===== config.mk =====
export PLATFORM = sky130hd
export DESIGN_NAME = seq_divider_16by8
export DESIGN_NICKNAME = d
export VERILOG_FILES = /design/src/rtl/arith_pkg.sv /design/src/rtl/div_step.sv /design/src/rtl/seq_divider_16by8.sv
export SDC_FILE = /design/constraint.sdc
export NUM_CORES = 1
export LEC_CHECK = 0
export CORE_ASPECT_RATIO = 0.75
export CORE_UTILIZATION = 42
export CTS_BUF_LIST = sky130_fd_sc_hd__clkbuf_8 sky130_fd_sc_hd__clkbuf_16
export DETAILED_ROUTE_END_ITERATION = 10
export PLACE_DENSITY = 0.66
export SYNTH_ARGS = -nofsm -noshare
export SYNTH_HDL_FRONTEND = slang
export SYNTH_SLANG_ARGS = --single-unit

===== constraint.sdc =====
create_clock -name clk -period 2.6 [get_ports clk]
set_input_delay 0.52 -clock clk [delete_from_list [all_inputs] [get_ports clk]]
set_output_delay 0.52 -clock clk [all_outputs]
set_load 0.02 [all_outputs]

===== src/rtl/arith_pkg.sv =====
// Shared arithmetic definitions for the divider datapath.
// FSM encoding, default widths and the divide-by-zero quotient.
package arith_pkg;

  typedef enum logic [1:0] {
    IDLE = 2'd0,
    CALC = 2'd1,
    DONE = 2'd2
  } state_t;

  localparam int DEF_N = 8;

  // Wide all-ones pattern, truncated to the quotient width at use
  localparam logic [63:0] DBZ_QUOTIENT = '1;

endpackage


===== src/rtl/div_step.sv =====
// One combinational restoring-division iteration.
// Shifts in the next dividend bit and subtracts the divisor if it fits.
module div_step import arith_pkg::*; #(
  parameter int N = DEF_N
) (
  input  logic [N:0]   rem_in,
  input  logic         q_msb,
  input  logic [N-1:0] divisor,
  output logic [N:0]   rem_out,
  output logic         q_bit
);

  logic [N+1:0] sh;
  logic [N+1:0] trial;

  // One spare top bit makes the borrow an explicit sign
  assign sh      = {rem_in, q_msb};
  assign trial   = sh - {2'b00, divisor};
  assign q_bit   = ~trial[N+1];
  assign rem_out = q_bit ? trial[N:0] : sh[N:0];

endmodule


===== src/rtl/seq_divider_16by8.sv =====
// Unsigned sequential restoring divider, 2N-bit by N-bit.
// One quotient bit per cycle with valid/ready on input and output.
module seq_divider_16by8 import arith_pkg::*; #(
  parameter int N = DEF_N
) (
  input  logic           clk,
  input  logic           rst,
  input  logic           in_valid,
  output logic           in_ready,
  input  logic [2*N-1:0] dividend,
  input  logic [N-1:0]   divisor,
  output logic           out_valid,
  input  logic           out_ready,
  output logic [2*N-1:0] quotient,
  output logic [N-1:0]   remainder,
  output logic           div_by_zero
);

  localparam int CNT_W = $clog2(2*N) + 1;

  state_t           state;
  logic [N:0]       rem;
  logic [2*N-1:0]   q;
  logic [N-1:0]     dvs;
  logic [CNT_W-1:0] cnt;
  logic [N:0]       rem_nx;
  logic             q_bit;

  div_step #(.N(N)) u_step (
    .rem_in  (rem),
    .q_msb   (q[2*N-1]),
    .divisor (dvs),
    .rem_out (rem_nx),
    .q_bit   (q_bit)
  );

  always_ff @(posedge clk) begin
    if (rst) begin
      state       <= IDLE;
      in_ready    <= 1'b1;
      out_valid   <= 1'b0;
      quotient    <= '0;
      remainder   <= '0;
      div_by_zero <= 1'b0;
      cnt         <= '0;
      rem         <= '0;
      q           <= '0;
      dvs         <= '0;
    end else begin
      unique case (state)
        IDLE: begin
          if (in_valid && in_ready) begin
            q        <= dividend;
            dvs      <= divisor;
            rem      <= '0;
            cnt      <= CNT_W'(2*N);
            in_ready <= 1'b0;
            if (divisor == '0) begin
              state       <= DONE;
              out_valid   <= 1'b1;
              quotient    <= (2*N)'(DBZ_QUOTIENT);
              remainder   <= dividend[N-1:0];
              div_by_zero <= 1'b1;
            end else begin
              state <= CALC;
            end
          end
        end
        CALC: begin
          rem <= rem_nx;
          q   <= {q[2*N-2:0], q_bit};
          cnt <= cnt - CNT_W'(1);
          // Last step publishes straight into the output registers
          if (cnt == CNT_W'(1)) begin
            state       <= DONE;
            out_valid   <= 1'b1;
            quotient    <= {q[2*N-2:0], q_bit};
            remainder   <= rem_nx[N-1:0];
            div_by_zero <= 1'b0;
          end
        end
        DONE: begin
          if (out_ready) begin
            state     <= IDLE;
            out_valid <= 1'b0;
            in_ready  <= 1'b1;
          end
        end
        default: begin
          state     <= IDLE;
          out_valid <= 1'b0;
          in_ready  <= 1'b1;
        end
      endcase
    end
  end

endmodule


### After elaboration in Yosys (flattened, before gate mapping)

Cells that the tools add are included.

| operators by class | value |
|---|---|
| add/sub/neg operators | 2 |
| multipliers | 0 |
| divide/modulo/power cells | 0 |
| $lt $le $gt $ge | 0 |
| equal/unequal tests | 7 |
| shift operators | 0 |
| mux-type cells | 30 |
| bitwise logic cells | 2 |
| reduce and logical (&&, ||, !) cells | 10 |

Operator list:

| kind | count |
|---|---|
| 16-bit 2-to-1 mux | 4 |
| 16-bit case mux with 2 select lines | 2 |
| 8-bit 2-to-1 mux | 3 |
| 9-bit 2-to-1 mux | 2 |
| 9-bit case mux with 2 select lines | 1 |
| 8-bit case mux with 2 select lines | 1 |
| 5-bit case mux with 2 select lines | 1 |
| 10-bit by 8-bit subtractor with 10-bit output | 1 |
| 8-bit logical NOT | 1 |
| 2-bit 2-to-1 mux | 4 |
| 2-bit != test, second input constant | 4 |
| 4-bit AND reduction | 2 |
| 1-bit 2-to-1 mux | 7 |
| 1-bit case mux with 3 select lines | 2 |
| 2-bit case mux with 3 select lines | 1 |
| 3-bit AND reduction | 2 |
| 5-bit by 1-bit equality test with 1-bit output, second input constant | 1 |
| 5-bit 2-to-1 mux | 1 |
| 5-bit by 1-bit subtractor with 5-bit output, second input constant | 1 |
| 2-bit AND reduction | 2 |
| 2-bit by 1-bit equality test with 1-bit output, second input constant | 1 |
| 2-bit equality test, second input constant | 1 |
| 2-bit logical NOT | 1 |
| 1-bit NOT | 2 |
| 3 further kinds | 3 |

| word-level totals | value |
|---|---|
| bits in registers | 67 |
| bits in latches | 0 |
| memory bits (writable) | 0 |
| bits in read-only memories | 0 |
| input port bits | 28 |
| output and inout port bits | 27 |
| logic and storage cells | 61 |
| memories | 0 |

### Longest topological paths before layout

| depth | value |
|---|---|
| depth in word-level cells | 4 |
| depth in mapped cells | 10 |
| gate-level depth less buffers | 10 |

### By module

Synthesis repeated with hierarchy kept, for this count alone.

| second synthesis, totals | value |
|---|---|
| cell total of the unflattened synthesis | 361 |
| area total of the unflattened synthesis | 3219.3 sq um |

Modules (own cells, without submodules):

| module | instances | cells an instance | area an instance (sq um) | seq. area each (sq um) |
|---|---|---|---|---|
| seq_divider_16by8 | 1 | 294 | 2691.3 | 1341.3 |
| div_step | 1 | 67 | 528.0 | 0.0 |

### Least setup slack after synthesis

OpenSTA, ideal clock, no wires.

| timing path | value |
|---|---|
| path type | register -> register |
| start point | reg dvs[6] |
| end point | reg remainder[2] |
| setup time | 88 ps |
| arrival time | 2073 ps |
| required time | 2512 ps |
| setup slack | 439 ps |
| cell stages (with the launch flop) | 9 |
| period minus slack after synthesis | 2161 ps |
| cell sequence | dfxtp_1 > inv_1 > ha_1 > a21o_1 > a211oi_2 > nand2b_2 > o211ai_4 > mux2_4 > a311oi_2 |

| on the way | value |
|---|---|
| word-level cells in the longest chain between the ends | 4 |

RTL lines:

| element | line | RTL |
|---|---|---|
| start, declared | seq_divider_16by8.sv:24 | `logic [N-1:0] dvs;` |
| start signal, assigned | seq_divider_16by8.sv:54 | `dvs <= divisor;` |
| 10-bit by 8-bit subtractor with 10-bit output | div_step.sv:18 | `assign trial = sh - {2'b00, divisor};` |
| 9-bit 2-to-1 mux | div_step.sv:20 | `assign rem_out = q_bit ? trial[N:0] : sh[N:0];` |
| 8-bit 2-to-1 mux | seq_divider_16by8.sv:74 | `if (cnt == CNT_W'(1)) begin` |
| 8-bit case mux with 2 select lines | seq_divider_16by8.sv:50 | `unique case (state)` |
| end signal, assigned | seq_divider_16by8.sv:62 | `remainder <= dividend[N-1:0];` |
| end signal, assigned | seq_divider_16by8.sv:78 | `remainder <= rem_nx[N-1:0];` |
| end, declared | seq_divider_16by8.sv:15 | `output logic [N-1:0] remainder,` |

No other way between the ends. The select of a mux whose other input is x is not followed.
A chain may end at the register's enable or synchronous reset.

### Worst setup path after layout

| timing path | value |
|---|---|
| start point | reg dvs[6] |
| end point | reg rem[1] |

| on the way | value |
|---|---|
| word-level cells in the longest chain between the ends | 3 |

RTL lines:

| element | line | RTL |
|---|---|---|
| 10-bit by 8-bit subtractor with 10-bit output | div_step.sv:18 |  |
| 9-bit 2-to-1 mux | div_step.sv:20 |  |
| 9-bit case mux with 2 select lines | seq_divider_16by8.sv:50 |  |
| end signal, assigned | seq_divider_16by8.sv:70 | `rem <= rem_nx;` |
| end, declared | seq_divider_16by8.sv:22 | `logic [N:0] rem;` |

No other way between the ends.

==> summary by stage <==
Run status
The flow ran to the end, and the final reports show no timing, DRC or antenna violations.

Die
The area of the placeable core is 7331 um2. The overall die width is 102.4 um. The floorplan has 27 rows. The die is 77.28 um tall.

Pin placement for this block handled 55 I/O pins. The effective utilization at floorplan is 43.28%. The full die area is 7910 um2.

Place
The count of input and output buffers is 54. The worst slack at placement is 196.4 ps. The post-detailed-placement half-perimeter wirelength is 6.035 mm. The global placement routability congestion is 0.8380.

Layout
In the final layout, the multi-input gates occupy 1669 um2. The number of antenna diodes is 0. Of the cells placed in the final design, the portion with a size suffix greater than 1 is 9.977%. The number of inserted filler cells in the final layout is 711. The register area is 1341 um2.

Relative to the synthesized area, the layout overhead comes to 26.22%. At the end of the flow, the number of nets in the layout was 465. The fraction of the core area covered by cells at the end of the flow is 54.63%. Leaving out fill and tap cells, the most frequent cell in the layout is nor2_1. In the layout the commonest cells are nor2_1 (74), dfxtp_1 (67), clkdlybuf4s50_1 (53), nand2_1 (33).

STA
The number of failing setup endpoints in the final timing report is 0. For the final routed database, the setup TNS stands at 0 ps. The final worst-path cycle share is 93.14%. The final hold slack is 454.8 ps.

The maximum clock rate is 0.4130 GHz. The clock arrives with 5.548 ps of skew. The smallest clock period supported by the final layout is computed as 2422 ps. The count of endpoints failing hold in the final timing report is 0.

The post-route worst setup slack is 178.4 ps. The worst max-slew margin expressed relative to the limit is 56.11%. The number of slew-limit violations in the final report is 0. Setup repair after global routing left no endpoint under its margin. The worst-margin pin slew is 658.4 ps.

Logic synthesis
The number of nets in the synthesized netlist is 415. A synthesized cell averages 8.439 um2. Synthesis instantiated 59 different standard cells from the library. Sorting the synthesized cells by area gives the leading types as dfxtp_1 (42%), nor2_1 (8.8%), a222oi_1 (5.0%).

The share of flip-flops with an asynchronous set or reset after synthesis is 0%. Summed over all instances, the cell type with the most area after synthesis is dfxtp_1. In this run, synthesis inferred 0 flip-flops with an integrated enable. In this run, synthesis produced a sequential element count of 67. The summed instance area of the synthesized netlist is 3173 um2. The top cell type by area accounts for 42.27% of the synthesized area.

The main flop type after synthesis is dfxtp_1. Synthesis produced 376 cells. The post-synthesis sequential area ratio is 42.27%. For this run, the number of Yosys warnings is 0.

Drt
The post-detailed-routing wire length is 8.370 mm. Detailed routing inserted a total of 2968 vias. The final routed DRC violation total is 0. Before antenna repair, the detailed router went through 7 iterations. The number of DRC markers in iteration 0 is 245. The final routed wire length divided by cell count is 15.73 um. The residual antenna-violating net count after detailed routing is 0. The via count normalized by instance count is 5.579.

Worst setup path
STA classifies the critical path startpoint as a flip-flop. STA classifies the critical path endpoint as a flip-flop. The critical path goes through inv_1 > ha_1 > a21o_1 > a211oi_2 > or2b_4 > o211a_1 > mux2i_1 > and2_1.

The type of the worst setup path is flip-flop to flip-flop. The worst stage delay on the critical path is 380 ps. Across all register-to-register paths, the minimum setup slack is 180 ps. In this run the worst path has a maximum fanout of 8. The cell with the largest stage delay on the worst path is mux2i_1. The required time of the worst setup path is 2890 ps. STA puts the critical path data arrival time at 2710 ps.

Global route
The first-pass GRT wire length is 13.54 mm. Global routing used 22.65% of the available tracks. For this run the aggregate overflow at the end of global routing stands at 0. The largest net degree at the start of global routing is 36. The via count of the first global-routing pass is 2646.

The number of antenna violations at the first check in global routing is 0.

Clocking
The total CTS buffers is 9. TritonCTS built the clock tree. The longest clock path from root to sink contains 2 buffers.

CTS saw 67 sinks. The clock network latency to the later pin of the worst-skew pair is 340 ps. After clock tree synthesis, the clock-pin slew on the worst setup and hold paths is 80 ps. The number of levels the H-tree was split into is 3.

For this design, the CTS-stage hold fixing added 0 buffers. The root cell of the clock tree is clkbuf_8.

Run
Max-cap violations in this run came to 0.

Pwr
The worst voltage drop across the vdd grid is 325.1 uV. The power density over the cells is 780.7 nW/um2. The leakage power of the design is 1.512 nW.

Min path
The class of the most critical hold timing path is flip-flop to flip-flop.
==> worst max-delay path, delay by kind of cell, from the launching register on <==
family	cells	cell delay [ps]
compound gates	3	880
fa+ha+maj	1	350
buf+inv	1	50
flops	1	330
mux	1	380
simple gates	2	380
==> cells by family (layout without fill, tap and decap cells) <==
kind of cell / after synthesis / count (layout) / synth area share [%]
mux: 6 / 6 / 2.208
simple gates: 162 / 162 / 23.11
buf+inv: 40 / 95 / 5.244
flops: 67 / 67 / 42.27
xor+xnor: 2 / 2 / 0.5522
compound gates: 88 / 88 / 22.04
fa+ha+maj: 11 / 11 / 4.574
==> what timing repair did <==
action | CTS | global route
resized for setup | 0 | 1
setup buffers | 0 | 0
endpoints found under the setup margin | 0 | 2
==> report_power, final <==
group          switching, mW  leakage (nW)  internal [mW]
logic                  0.588         0.868          0.455
registers             0.0835         0.546           1.11
clock network          0.418        0.0987          0.469
total                   1.09          1.51           2.04
==> worst paths after layout <==
check | start | to | depth (start not counted)
worst max register to register | dvs[6] | rem[1] | 8
worst max-delay path | dvs[6] | rem[1] | 8
worst min register to register | dvs[2] | dvs[2] | 2
worst min-delay path | dvs[2] | dvs[2] | 2
==> cell type report <==
type / instances / area share, %
Timing Repair Buffer: 64 / 15.25
Clock buffer: 10 / 3.436
Tap cell: 101 / 3.155
Multi-Input combinational cell: 269 / 41.67
Inverter: 15 / 1.406
Clock inverter: 6 / 1.593
Sequential cell: 67 / 33.49
==> registers in the layout (all words and copies together), names as in the netlist <==
register and flops:
cnt 5, div_by_zero 1, dvs 8, in_ready 1, out_valid 1, q 16, quotient 16, rem 9
remainder 8, state 2
==> routing by layer <==
metal / vias up / part of all wire (%) / GRT usage (%)
met3: 7 / 7.3 / 4.649
li1: 1449 / - / -
met4: 0 / 1.1 / 7.286
met2: 124 / 42 / 32.75
met1: 1388 / 50 / 33.22
met5: - / 0 / 0
==> per-stage QoR <==
stage / total power, mW / std cells / area, um2
2_1_floorplan: 1.988 / 376 / 3173
6_report: 3.127 / 532 / 4005
3_3_place_gp: 2.227 / 516 / 3802
3_5_place_dp: 2.243 / 516 / 3802
4_1_cts: 3.128 / 532 / 4004
5_1_grt: 3.316 / 532 / 4005
==> Yosys cell counts, types with 2 or more instances <==
master / instances
dfxtp_1: 67
nor3b_1: 2
nand3_1: 6
buf_2: 7
nor4_1: 2
o21ai_0: 7
ha_1: 10
nand2_1: 33
a21oi_1: 25
a21o_1: 2
o41ai_2: 2
nor2b_1: 3
mux2i_1: 4
nand2b_1: 3
and2_1: 3
a222oi_1: 16
buf_1: 2
nor2_1: 74
o21a_1: 2
o32ai_1: 2
nor3_1: 25
inv_1: 15
mux2_4: 2
o21bai_1: 2
a22o_1: 3
a211oi_1: 7
clkbuf_1: 15
or3_1: 2
a31oi_1: 2
o2111ai_1: 2
(Power assumes the default switching activity.)
